`src/rtl/module_keypad_pkg.sv`:
```
`timescale 1ns/1ps
// Shared types and helpers for the 4x4 keypad scanner.
package module_keypad_pkg;

  localparam int unsigned NUM_ROWS = 4;
  localparam int unsigned NUM_COLS = 4;

  typedef enum logic [1:0] {
    SCAN,
    DEBOUNCE,
    PRESSED,
    RELEASE
  } scan_state_t;

  typedef logic [3:0] key_code_t;

  typedef struct packed {
    logic       valid;
    logic [1:0] idx;
  } one_cold_t;

  // Index of the single low bit; valid is clear for zero or multiple low bits.
  function automatic one_cold_t one_cold_idx(input logic [3:0] v);
    one_cold_t r;
    r = '0;
    case (v)
      4'b1110: r = '{valid: 1'b1, idx: 2'd0};
      4'b1101: r = '{valid: 1'b1, idx: 2'd1};
      4'b1011: r = '{valid: 1'b1, idx: 2'd2};
      4'b0111: r = '{valid: 1'b1, idx: 2'd3};
      default: r = '0;
    endcase
    return r;
  endfunction

endpackage

```
`src/rtl/module_sync_2ff.sv`:
```
`timescale 1ns/1ps
// Two-flop synchronizer with async active-low reset and a configurable reset value.
module module_sync_2ff #(
  parameter int unsigned          WIDTH       = 1,
  parameter logic [WIDTH-1:0]     RESET_VALUE = '0
) (
  input  logic             clk,
  input  logic             rst_n,
  input  logic [WIDTH-1:0] d_i,
  output logic [WIDTH-1:0] q_o
);

  logic [WIDTH-1:0] meta_q;
  logic [WIDTH-1:0] sync_q;

  always_ff @(posedge clk or negedge rst_n) begin
    if (!rst_n) begin
      meta_q <= RESET_VALUE;
      sync_q <= RESET_VALUE;
    end else begin
      meta_q <= d_i;
      sync_q <= meta_q;
    end
  end

  assign q_o = sync_q;

endmodule

```
`src/rtl/module_keypad_scanner.sv`:
```
`timescale 1ns/1ps
// 4x4 keypad scan controller: rotates column drive, samples rows, and debounces
// press/release of the whole matrix on one shared counter.
module module_keypad_scanner
  import module_keypad_pkg::*;
#(
  parameter int unsigned SCAN_TICKS     = 50_000,
  parameter int unsigned DEBOUNCE_TICKS = 500_000
) (
  input  logic                clk,
  input  logic                rst,
  input  logic [NUM_ROWS-1:0] row_i,
  output logic [NUM_COLS-1:0] col_o,
  output logic [3:0]          key_code,
  output logic                key_valid,
  output logic                key_held
);

  localparam int unsigned MAX_TICKS = (SCAN_TICKS > DEBOUNCE_TICKS) ? SCAN_TICKS : DEBOUNCE_TICKS;
  localparam int unsigned CNT_W     = $clog2(MAX_TICKS + 1);

  localparam logic [CNT_W-1:0] SCAN_LAST = CNT_W'(SCAN_TICKS - 1);
  localparam logic [CNT_W-1:0] DEB_LAST  = CNT_W'(DEBOUNCE_TICKS - 1);
  localparam logic [CNT_W-1:0] CNT_ONE   = CNT_W'(1);

  logic [NUM_ROWS-1:0] rows_s;

  module_sync_2ff #(
    .WIDTH       (NUM_ROWS),
    .RESET_VALUE (4'hF)
  ) u_row_sync (
    .clk   (clk),
    .rst_n (rst),
    .d_i   (row_i),
    .q_o   (rows_s)
  );

  scan_state_t         state_q,     state_d;
  logic [1:0]          col_idx_q,   col_idx_d;
  logic [1:0]          row_idx_q,   row_idx_d;
  logic [CNT_W-1:0]    cnt_q,       cnt_d;
  logic [NUM_COLS-1:0] col_o_q,     col_o_d;
  key_code_t           key_code_q,  key_code_d;
  logic                key_valid_q, key_valid_d;
  logic                key_held_q,  key_held_d;

  one_cold_t           hit;
  logic [NUM_ROWS-1:0] row_pat;

  assign hit     = one_cold_idx(rows_s);
  assign row_pat = ~(4'b0001 << row_idx_q);

  always_ff @(posedge clk or negedge rst) begin
    if (!rst) begin
      state_q     <= SCAN;
      col_idx_q   <= '0;
      row_idx_q   <= '0;
      cnt_q       <= '0;
      col_o_q     <= 4'b1110;
      key_code_q  <= '0;
      key_valid_q <= 1'b0;
      key_held_q  <= 1'b0;
    end else begin
      state_q     <= state_d;
      col_idx_q   <= col_idx_d;
      row_idx_q   <= row_idx_d;
      cnt_q       <= cnt_d;
      col_o_q     <= col_o_d;
      key_code_q  <= key_code_d;
      key_valid_q <= key_valid_d;
      key_held_q  <= key_held_d;
    end
  end

  always_comb begin
    state_d     = state_q;
    col_idx_d   = col_idx_q;
    row_idx_d   = row_idx_q;
    cnt_d       = cnt_q;
    key_code_d  = key_code_q;
    key_valid_d = 1'b0;
    key_held_d  = key_held_q;

    case (state_q)
      SCAN: begin
        if (cnt_q == SCAN_LAST) begin
          cnt_d = '0;
          if (hit.valid) begin
            row_idx_d = hit.idx;
            state_d   = DEBOUNCE;
          end else begin
            col_idx_d = col_idx_q + 2'd1;
          end
        end else begin
          cnt_d = cnt_q + CNT_ONE;
        end
      end

      DEBOUNCE: begin
        if (rows_s != row_pat) begin
          cnt_d     = '0;
          col_idx_d = col_idx_q + 2'd1;
          state_d   = SCAN;
        end else if (cnt_q == DEB_LAST) begin
          key_code_d  = {row_idx_q, col_idx_q};
          key_valid_d = 1'b1;
          key_held_d  = 1'b1;
          cnt_d       = '0;
          state_d     = PRESSED;
        end else begin
          cnt_d = cnt_q + CNT_ONE;
        end
      end

      // Any pattern other than all-high, even another key in this column, keeps the hold.
      PRESSED: begin
        cnt_d = '0;
        if (rows_s == '1) state_d = RELEASE;
      end

      RELEASE: begin
        if (rows_s != '1) begin
          cnt_d   = '0;
          state_d = PRESSED;
        end else if (cnt_q == DEB_LAST) begin
          key_held_d = 1'b0;
          cnt_d      = '0;
          col_idx_d  = col_idx_q + 2'd1;
          state_d    = SCAN;
        end else begin
          cnt_d = cnt_q + CNT_ONE;
        end
      end

      default: state_d = SCAN;
    endcase

    col_o_d = ~(4'b0001 << col_idx_d);
  end

  assign col_o     = col_o_q;
  assign key_code  = key_code_q;
  assign key_valid = key_valid_q;
  assign key_held  = key_held_q;

endmodule

```
`config.mk`:
```
export PLATFORM = sky130hd
export DESIGN_NAME = module_keypad_scanner
export DESIGN_NICKNAME = d
export VERILOG_FILES = /design/src/rtl/module_keypad_pkg.sv /design/src/rtl/module_sync_2ff.sv /design/src/rtl/module_keypad_scanner.sv
export SDC_FILE = /design/constraint.sdc
export NUM_CORES = 1
export LEC_CHECK = 0
export ABC_AREA = 1
export CORE_ASPECT_RATIO = 0.8
export CORE_MARGIN = 8
export CORE_UTILIZATION = 35
export DETAILED_ROUTE_END_ITERATION = 10
export GPL_TIMING_DRIVEN = 0
export MAX_ROUTING_LAYER = met4
export PLACE_DENSITY = 0.54
export REMOVE_ABC_BUFFERS = 1
export SYNTH_ARGS = -nofsm -noshare
export SYNTH_HDL_FRONTEND = slang
export SYNTH_SLANG_ARGS = --single-unit
```
`constraint.sdc`:
```
create_clock -name clk -period 1.5 [get_ports clk]
set_input_delay 0.3 -clock clk [delete_from_list [all_inputs] [get_ports clk]]
set_output_delay 0.3 -clock clk [all_outputs]
set_load 0.02 [all_outputs]
```
# Yosys cells after proc, flatten, opt, wreduce, memory -nomap -nowiden
# Index checks and enable logic that the tools add are counted.
[word_totals]
reg_bits = 43
latchBits = 0
ram_bits = 0
mem_bits_ro = 0
out_inout_bits = 10
mem_count = 0
[classes]
add_sub_neg = 2
mul = 0
n_div = 0
n_lt_le_gt_ge = 0
eq_ne = 21
n_shift = 2
mux = 28
bitwise_logic = 3
reduce_logical = 6
[op_table]
columns = ["cell", "n"]
rows = [
  ["$mux W19", 4],
  ["$pmux W19 S4", 1],
  ["$mux W2", 12],
  ["$add A19 B1 Y19 const B", 1],
  ["$eq A19 B16 Y1 const B", 1],
  ["$eq A19 B19 Y1 const B", 1],
  ["$eq A4 B4 Y1 const B", 4],
  ["$ne A2 B2 Y1 const B", 7],
  ["$pmux W3 S4", 1],
  ["$reduce_and A5 Y1", 2],
  ["$not A4 Y4", 2],
  ["$pmux W2 S4", 1],
  ["$shl A1 B2 Y4 const A", 2],
  ["$mux W1", 7],
  ["$ne A3 B3 Y1 const B", 2],
  ["$pmux W2 S3", 1],
  ["$reduce_and A3 Y1", 2],
  ["$eq A2 B2 Y1 const B", 2],
  ["$eq A4 B3 Y1 const B", 1],
  ["$ne A4 B4 Y1", 1],
  ["$ne A4 B4 Y1 const B", 1],
  ["$add A2 B1 Y2 const B", 1],
  ["$eq A2 B1 Y1 const B", 1],
  ["$logic_not A2 Y1", 1],
  ["other kinds (3)", 3],
]

# Depth between registers and ports, before layout
# Gate-level depths: netlist of run 1.
[logic_depth]
depth_word = 7
mapped_depth = 13
depth_no_buf = 13

# Hierarchy
# Synthesis of run 1 repeated with hierarchy kept, for this count alone.
[unflattened]
cells_unflattened = 265
hier_area_um2 = 2268.4
[by_module_without_submodules]
columns = ["mod", "instances", "cells_per_inst", "area_per_inst_um2", "seq_area_each_um2"]
rows = [
  ["module_keypad_scanner", 1, 257, 2058.2, 879.6],
  ["module_sync_2ff", 1, 8, 210.2, 210.2],
]

# Worst setup path before layout of run 1
# Ideal clock, no wire load.
[synth_path]
kind = "reg2reg"
startpoint = "reg cnt_q[0]"
endpoint = "reg cnt_q[14]"
arrival_ns = 1.409
t_required_ns = 1.379
setup_slack_ns = -0.030
stages_incl_launch_ff = 11
path_buffers = 0
path_cell_list = "dfrtp_1 -> ha_1 -> nand3_1 -> inv_1 -> nand3_1 -> nor2_1 -> nand2_1 -> nor2_1 -> nand3_1 -> o21ai_0 -> nor2_1"
[synth_via]
elab_chain_len = 4
elab_cells_between_ends = 8
[synth_lines]
columns = ["element", "line", "text"]
rows = [
  ["from (decl)", "module_keypad_scanner.sv:41", "logic [CNT_W-1:0] cnt_q, cnt_d;"],
  ["from (signal assigned)", "module_keypad_scanner.sv:67", "cnt_q <= cnt_d;"],
  ["$add A19 B1 Y19 or $eq A19 B19 Y1 (tied branches)", "n/a", ""],
  ["$mux W19", "module_keypad_scanner.sv:104, module_keypad_scanner.sv:125", ""],
  ["$mux W19 (on tied branches)", "module_keypad_scanner.sv:122, module_keypad_scanner.sv:100", ""],
  ["$pmux W19 S4 *", "module_keypad_scanner.sv:84", "case (state_q)"],
  ["via cnt_d[14]", "module_keypad_scanner.sv:41", ""],
]
# The timed path passes the listed nets; every way through them passes the cells marked *.
# A chain may end at the register's enable or synchronous reset.

# Final worst setup path of run 1
[layout_path]
startpoint = "reg cnt_q[0]"
endpoint = "reg col_o_q[0] (netlist: col_o[0])"
[layout_via]
elab_chain_len = 6
elab_cells_between_ends = 8
[layout_lines]
columns = ["element", "line", "text"]
rows = [
  ["$eq A19 B19 Y1", "module_keypad_scanner.sv:125", "end else if (cnt_q == DEB_LAST) begin"],
  ["$mux W2", "module_keypad_scanner.sv:125", ""],
  ["$mux W2", "module_keypad_scanner.sv:122", "if (rows_s != '1) begin"],
  ["$pmux W2 S3 *", "module_keypad_scanner.sv:84", ""],
  ["via col_idx_d[1]", "module_keypad_scanner.sv:39", "logic [1:0] col_idx_q, col_idx_d;"],
  ["$shl A1 B2 Y4 *", "module_keypad_scanner.sv:138", "col_o_d = ~(4'b0001 << col_idx_d);"],
  ["$not A4 Y4 *", "module_keypad_scanner.sv:138", ""],
  ["via col_o_d[0]", "module_keypad_scanner.sv:42", "logic [NUM_COLS-1:0] col_o_q, col_o_d;"],
  ["to (signal assigned)", "module_keypad_scanner.sv:68", "col_o_q <= col_o_d;"],
  ["to (decl)", "module_keypad_scanner.sv:42", ""],
]
# Marked as above.

==> results of run 1 <==
==> power by group <==
part / internal, mW / switching, mW / total (mW)
logic: 0.0352 / 0.0538 / 0.0890
registers: 1.18 / 0.0115 / 1.19
clock network: 0.376 / 0.412 / 0.788
==> routing by layer <==
metal	routed length [µm]	vias to the layer above
met1	2580	877
met5	0	-
met3	177	2
met2	2570	31
met4	47	0
li1	-	984
==> kinds of logic after synthesis <==
kind of cell	after synthesis
fa+ha+maj	1
xor+xnor	5
flops	43
buf+inv	39
compound gates	26
simple gates	157
==> flip-flops by register name, indices dropped and copies added, names as in the netlist <==
name	cells
key_held	1
key_code	4
cnt_q	19
row_idx_q	2
u_row_sync.q_o	4
key_valid	1
col_o	4
u_row_sync.meta_q	4
state_q	2
col_idx_q	2
==> path summary, 6_finish.rpt <==
check	endpoint	slack (ns)	depth (start not counted)
max	col_o[0]	-0.18	11
max in group asynchronous	u_row_sync.q_o[1]	0.44	3
min in group asynchronous	col_o[0]	0.48	2
min reg2reg	u_row_sync.q_o[2]	0.36	0
max reg2reg	col_o[0]	-0.18	11
min	u_row_sync.q_o[2]	0.36	0
==> layout by cell type (no fill, tap or decap), types with 2 or more instances in the layout <==
master           synthesis  layout
nand2_2                  6      18
dlygate4sd2_1            0      10
nor2_4                   3      10
buf_6                    1       8
clkbuf_8                 0       6
inv_2                    2       8
a31oi_1                  3       3
nand3_1                 19      10
nand3_2                  1       7
inv_1                   34      26
o21ai_2                  1       4
dfrtp_2                  0       7
o21ai_0                 11       5
nand2_1                 68      52
nand3_4                  0       3
a21oi_2                  0       2
nor3_2                   3       3
nor2_2                   6      14
dfstp_2                 11      11
buf_12                   0       3
nor3_1                   4       3
o21ai_1                  1       4
xnor2_1                  4       4
nor2_1                  38      23
a21oi_1                  7       5
dfrtp_1                 32      25
buf_4                    0      28
nand2_4                  1       5
nand4_1                  4       4
clkdlybuf4s50_1          0       4
==> layout make-up <==
cell class / instances / area [µm²] / share of cell area, %
multi-input cells: 189 / 1220 / 38.4
flip-flops and latches: 43 / 1100 / 34.7
repair buffers: 55 / 503 / 15.9
inverters: 37 / 149 / 4.70
well taps: 81 / 101 / 3.20
clock buffers: 6 / 82.6 / 2.61
clock inverters: 2 / 16.3 / 0.514
==> per-stage QoR <==
| stage | setup WS (ns) | hold slack [ns] |
|---|---|---|
| 5_1_grt | -0.286 | 0.367 |
| 3_5_place_dp | -0.465 | 0.293 |
| 4_1_cts | -0.154 | 0.361 |
| 3_3_place_gp | -1.07 | 0.346 |
| 2_1_floorplan | -0.0704 | 0.00441 |
| 6_report | -0.177 | 0.359 |
==> repair_timing <==
action | in CTS | in global routing
resized for setup | 53 | 58
setup buffers | 25 | 14
endpoints found under the setup margin | 44 | 35
hold buffers | 1 | 0
endpoints found under the hold margin | 12 | 0
pin swaps | 10 | 35
==> flow_summary_export.csv, run 1 <==
group,metric,value,unit
global_route,grt_pass1_wl,8630,µm
global_route,grt_use_met2,19.1,%
synth,ys_types,33,
global_route,met1_usage,15.1,%
synth,ys.flop_type,"dfrtp_1",
clock_tree,clk_latency,0.30,ns
worst_hold_path,min_path_type,"flip-flop to flip-flop",
power,ir_worst_vdd,0.452,mV
clock_tree,cts_buffers,5,
timing,fin_ws,-0.177,ns
synth,netlist_area,0.00218,mm²
critical_path,crit_top_cell,"nand3_4",
detailed_routing,wl_per_cell,13.0,µm
synth,synth_top_family_by_area,"simple AND/OR/NAND/NOR gates",
timing,tns,-3.39,ns
critical_path,critPathSlowestCell,"dfrtp_1",
critical_path,regToRegStartpoint,"cnt_q[0]",
timing,max_freq,596,MHz
synth,synth_top_area_share,36.7,%
clock_tree,htree_levels,2,
clock_tree,cts_tree,"built",
cells_and_area,areaGrowthSynthToFinish,45.0,%
global_route,busiest_layer,"met2",
run,maxCapViolCount,0,
timing,slew_headroom,68.5,%
critical_path,path_buf_inv,2,
floorplan,dieArea,0.00904,mm²
detailed_routing,dr.pass1.iters,4,
floorplan,die_y,86.7,µm
synth,synth_seq_cells,43,
critical_path,critical_path.top_delay_family,"simple AND/OR/NAND/NOR gates",
worst_hold_path,min_from,"u_row_sync.meta_q[2]",
global_route,grt_antenna_before_repair,0,
synth,synth_area_leaders,"dfrtp_1 37%, dfstp_2 13%, nand2_1 12%, nor2_1 6.5%, inv_1 5.8%",
placement,dp_hpwl,3390,µm
run_status,failed_checks,"setup timing",
cells_and_area,drive_gt1_share,44.9,%
synth,synth.largest_area_cell,"dfrtp_1",
critical_path,cp-startpoint,"cnt_q[0]",
timing,final-hold-violation-count,0,
clock_tree,cts_root_buf,"clkbuf_8",
detailed_routing,routed_wl,5370,µm
cells_and_area,n_antenna_cell,0,
critical_path,worstSetupPathType,"flip-flop to flip-flop",
timing,clock_skew,0.00590,ns
clock_tree,clkTransAtPathRegs,0.09,ns
global_route,grtUsageMet3,2.45,%
synth,synth_mux_area_share,0,%
cells_and_area,nFillCells,566,
floorplan,rows,25,
detailed_routing,route.detailed.drc,0,
synth,synth.most_common_cell,"nand2_1",
detailed_routing,drtAntennaViolNets,0,
critical_path,required,1.70,ns
synth,yosysWarnings,0,
global_route,grt_pass1_vias,1855,
clock_tree,cts_max_path_buffers,2,
floorplan,fp.dieW,104,µm
synth,synth_xor_area_share,2.00,%
floorplan,io_pins,16,
timing,rsz0062_at_grt,"true",
synth,async_flop_share,100,%
cells_and_area,final_cell_count_no_fill,413,
power,power_density,653,mW/mm²
critical_path,worstPathMaxFanout,4,
global_route,grtUsageTotal,12.0,%
synth,synth_seq_area_share,49.9,%
detailed_routing,first_iter_violations,55,
timing,period_share,112,%
synth,synth_cells,271,
synth,synth_simple_gate_area_share,33.8,%
critical_path,max_stage_delay,0.42,ns
critical_path,start_kind,"flip-flop",
timing,setup_viol,33,
placement,place_inst,366,
clock_tree,clock_sinks,43,
floorplan,coreArea,0.00597,mm²
global_route,grt-ovfl-total,0,
cells_and_area,final_area,0.00317,mm²
critical_path,endpoint_kind,"flip-flop",
run_status,status,"finished, violations left",
synth,synth_compound_area_share,6.70,%
timing,worstMarginPinSlew,0.473,ns
power,fin_total_pwr,2.07,mW
cells_and_area,nets,338,
timing,period_needed,1.68,ns
timing,slew_violations,0,
synth,synth-edff-count,0,
global_route,grt_max_degree,24,
synth,avgSynthCellArea,8.06,µm²
detailed_routing,via_count,1894,
synth,synthAdderAreaFrac,0.573,%
placement,io_buffers,15,
placement,gp_congestion,0.854,
synth,synth_commonest_cells,"68 x nand2_1, 38 x nor2_1, 34 x inv_1",
detailed_routing,vias_per_cell,4.59,
critical_path,arrival,1.87,ns
critical_path,worstPathCellList,"ha_4 > nand3_4 > nor2_4 > nand3_4 > buf_4 > o21bai_4 > nand3_4 > nand2_4 > nand2_4 > inv_2 > nand2_1",
placement,post_dp_cell_area,0.00244,mm²
cells_and_area,fin_util,53.0,%
power,leakagePower,1.40,nW
floorplan,start_util,36.6,%
No activity file was read; power rests on OpenSTA's default activity.
==> run 2: changes to the inputs <==
--- a/config.mk
+++ b/config.mk
@@ -6,13 +6,14 @@
 export NUM_CORES = 1
 export LEC_CHECK = 0
 export ABC_AREA = 1
+export CAP_MARGIN = 20
 export CORE_ASPECT_RATIO = 0.8
 export CORE_MARGIN = 8
-export CORE_UTILIZATION = 35
+export CORE_UTILIZATION = 48
 export DETAILED_ROUTE_END_ITERATION = 10
 export GPL_TIMING_DRIVEN = 0
 export MAX_ROUTING_LAYER = met4
-export PLACE_DENSITY = 0.54
+export PLACE_DENSITY = 0.7
 export REMOVE_ABC_BUFFERS = 1
 export SYNTH_ARGS = -nofsm -noshare
 export SYNTH_HDL_FRONTEND = slang
==> run 2 against run 1 <==
Against the previous run:
- routed wire length fell by 5.9%
- the run still ends with setup timing left
- non-clock buffer count fell by 8
- global-route usage rose by 2.5 points
- worst setup slack improved by 0.022 ns
- sequential share of layout area rose by 0.54 points
- critical path depth did not move
- first-iteration DRC count rose to 2.5 times the previous value
- register-to-register slack improved by 0.02 ns
- highest routed layer unchanged
- die area fell by 23%
- combinational power rose by 6.3%
- largest cell class unchanged
==> flow_summary_export.csv, run 2 (synthesized netlist as in run 1, its figures left out) <==
group,metric,value,unit
clock_tree,cts_max_path_buffers,2,
clock_tree,htree_levels,2,
detailed_routing,vias_per_cell,5.07,
timing,rsz0062_at_grt,"true",
global_route,grt_pass1_wl,8210,µm
timing,slew_violations,0,
placement,gp_congestion,0.894,
critical_path,reg2reg_setup_slack,-0.16,ns
global_route,grt_antenna_before_repair,0,
global_route,grt_pass1_vias,1811,
critical_path,max_stage_delay,0.59,ns
timing,max_freq,604,MHz
critical_path,r2r_end,"state_q[1]",
timing,period_needed,1.66,ns
global_route,grtUsageTotal,14.5,%
cells_and_area,n_antenna_cell,0,
critical_path,path_buf_inv,1,
critical_path,arrival,1.84,ns
detailed_routing,route.detailed.drc,0,
cells_and_area,final_common_cell,"nand2_1",
timing,setup_viol,34,
cells_and_area,final_cell_count_no_fill,386,
power,p_comb_share,4.3,%
timing,fin_ws,-0.155,ns
power,internal_power,1.76,mW
placement,place_inst,345,
detailed_routing,first_iter_violations,139,
power,p_seq_share,53.8,%
clock_tree,cts_buffers,5,
clock_tree,cts_root_buf,"clkbuf_8",
clock_tree,cts_tree,"built",
cells_and_area,nFillCells,344,
critical_path,regToRegStartpoint,"u_row_sync.q_o[1]",
critical_path,endpoint_kind,"flip-flop",
critical_path,worstPathCellList,"nand2_2 > nor2_4 > nor2_4 > nand4_4 > o21ai_4 > nand2_4 > nand2_8 > inv_8 > nand2_2 > nand2_1 > nand2_1",
power,power_density,713,mW/mm²
floorplan,fp.dieW,91.4,µm
critical_path,critPathSlowestCell,"dfstp_2",
critical_path,worstSetupPathType,"flip-flop to flip-flop",
timing,period_share,110,%
detailed_routing,via_count,1958,
global_route,grt_max_degree,25,
worst_hold_path,min_path_type,"flip-flop to flip-flop",
timing,final-hold-violation-count,0,
floorplan,coreArea,0.00449,mm²
detailed_routing,wl_per_cell,13.1,µm
placement,io_buffers,15,
floorplan,dieArea,0.00698,mm²
cells_and_area,final_cell_mix,"48 x nand2_1, 28 x dfrtp_1, 26 x buf_4",
critical_path,required,1.68,ns
timing,slew_headroom,67.6,%
global_route,grt-ovfl-total,0,
worst_hold_path,whs_endpoint,"u_row_sync.q_o[2]",
cells_and_area,nets,332,
clock_tree,clkTransAtPathRegs,0.07,ns
detailed_routing,drtAntennaViolNets,0,
detailed_routing,routed_wl,5050,µm
cells_and_area,largest_register_ffs,19,
worst_hold_path,min_from,"u_row_sync.meta_q[2]",
clock_tree,clock_sinks,43,
cells_and_area,ff_latch_area,0.00109,mm²
floorplan,rows,22,
critical_path,r2r_cells,11,
cells_and_area,drive_gt1_share,43.3,%
power,ir_worst_vdd,0.619,mV
placement,dp_hpwl,3110,µm
critical_path,start_kind,"flip-flop",
detailed_routing,dr.pass1.iters,4,
power,swShare,20.7,%
timing,holdWs,0.358,ns
worst_hold_path,hold_depth,0,
run_status,failed_checks,"setup timing",
power,switchingPower,0.458,mW
floorplan,die_y,76.3,µm
critical_path,critical_path.top_delay_family,"simple AND/OR/NAND/NOR gates",
floorplan,start_util,48.7,%
cells_and_area,areaGrowthSynthToFinish,42.3,%
floorplan,io_pins,16,
timing,worstMarginPinSlew,0.486,ns
timing,clock_skew,0.00770,ns
power,fin_total_pwr,2.22,mW
power,p_clk_share,42.0,%
run_status,status,"finished, violations left",
power,leakagePower,1.37,nW
critical_path,worstPathMaxFanout,6,
cells_and_area,multi_input_comb_area,0.00124,mm²
timing,tns,-2.77,ns
run,maxCapViolCount,0,
clock_tree,clk_latency,0.30,ns
cells_and_area,regMostFlops,"cnt_q",
## run 2: per-stage QoR
| step | utilization, % | setup WS [ns] | cell area (µm²) |
|---|---|---|---|
| 5_1_grt | 69.3 | -0.240 | 3110 |
| 2_1_floorplan | - | -0.0704 | 2170 |
| 4_1_cts | 64.2 | -0.142 | 2880 |
| 6_report | 69.3 | -0.155 | 3110 |
| 3_3_place_gp | 53.4 | -0.951 | 2390 |
| 3_5_place_dp | 53.9 | -0.410 | 2420 |
## run 2: worst max path at each step
stage	startpoint	to	slack (ns)	cells after the start
after floorplan	cnt_q[0]	state_q[1]	-0.07	10
after global placement	rst	col_o[0]	-0.95	1
after detailed placement	cnt_q[0]	state_q[1]	-0.41	10
after CTS	u_row_sync.q_o[2]	state_q[1]	-0.14	11
after global routing	state_q[0]	cnt_q[14]	-0.24	9
final	u_row_sync.q_o[1]	state_q[1]	-0.16	11
## run 2: final cells by class
class                   instances  area share [%]
multi-input cells             190            40.0
inverters                      37            4.79
clock buffers                   6            2.66
well taps                      60            2.42
clock inverters                 2            1.13
flip-flops and latches         43            35.2
repair inverters                1           0.282
repair buffers                 47            13.5
## run 2: worst reg2reg max path: stages, from the launching register on
cell and delay [ns]:
dfstp_2 0.59, nand2_2 0.09, nor2_4 0.18, nor2_4 0.06, nand4_4 0.10, o21ai_4 0.08
nand2_4 0.11, nand2_8 0.10, inv_8 0.10, nand2_2 0.04, nand2_1 0.05, nand2_1 0.05
## run 2: per-layer routing
layer	global-route usage (%)	wire [µm]	vias to the layer above
met2	22.5	2410	57
li1	-	-	965
met1	18.2	2280	926
met4	4.24	82	0
met5	-	0	-
met3	3.74	275	10
## run 2: power by group through the flow
stage	Sequential, mW	Combinational, mW	Clock, mW
global route	1.19	0.106	0.989
finish	1.19	0.0946	0.930
CTS	1.19	0.0879	0.952
detailed placement	1.21	0.0710	0
floorplan	1.21	0.0245	0
global placement	1.21	0.0628	0
## run 2: timing repair
item | CTS | global route
hold endpoints to repair | 10 | 0
resized for setup | 65 | 45
pin swaps | 14 | 22
setup endpoints to repair | 44 | 34
hold buffers | 1 | 0
cloned | 2 | 0
setup buffers | 20 | 10
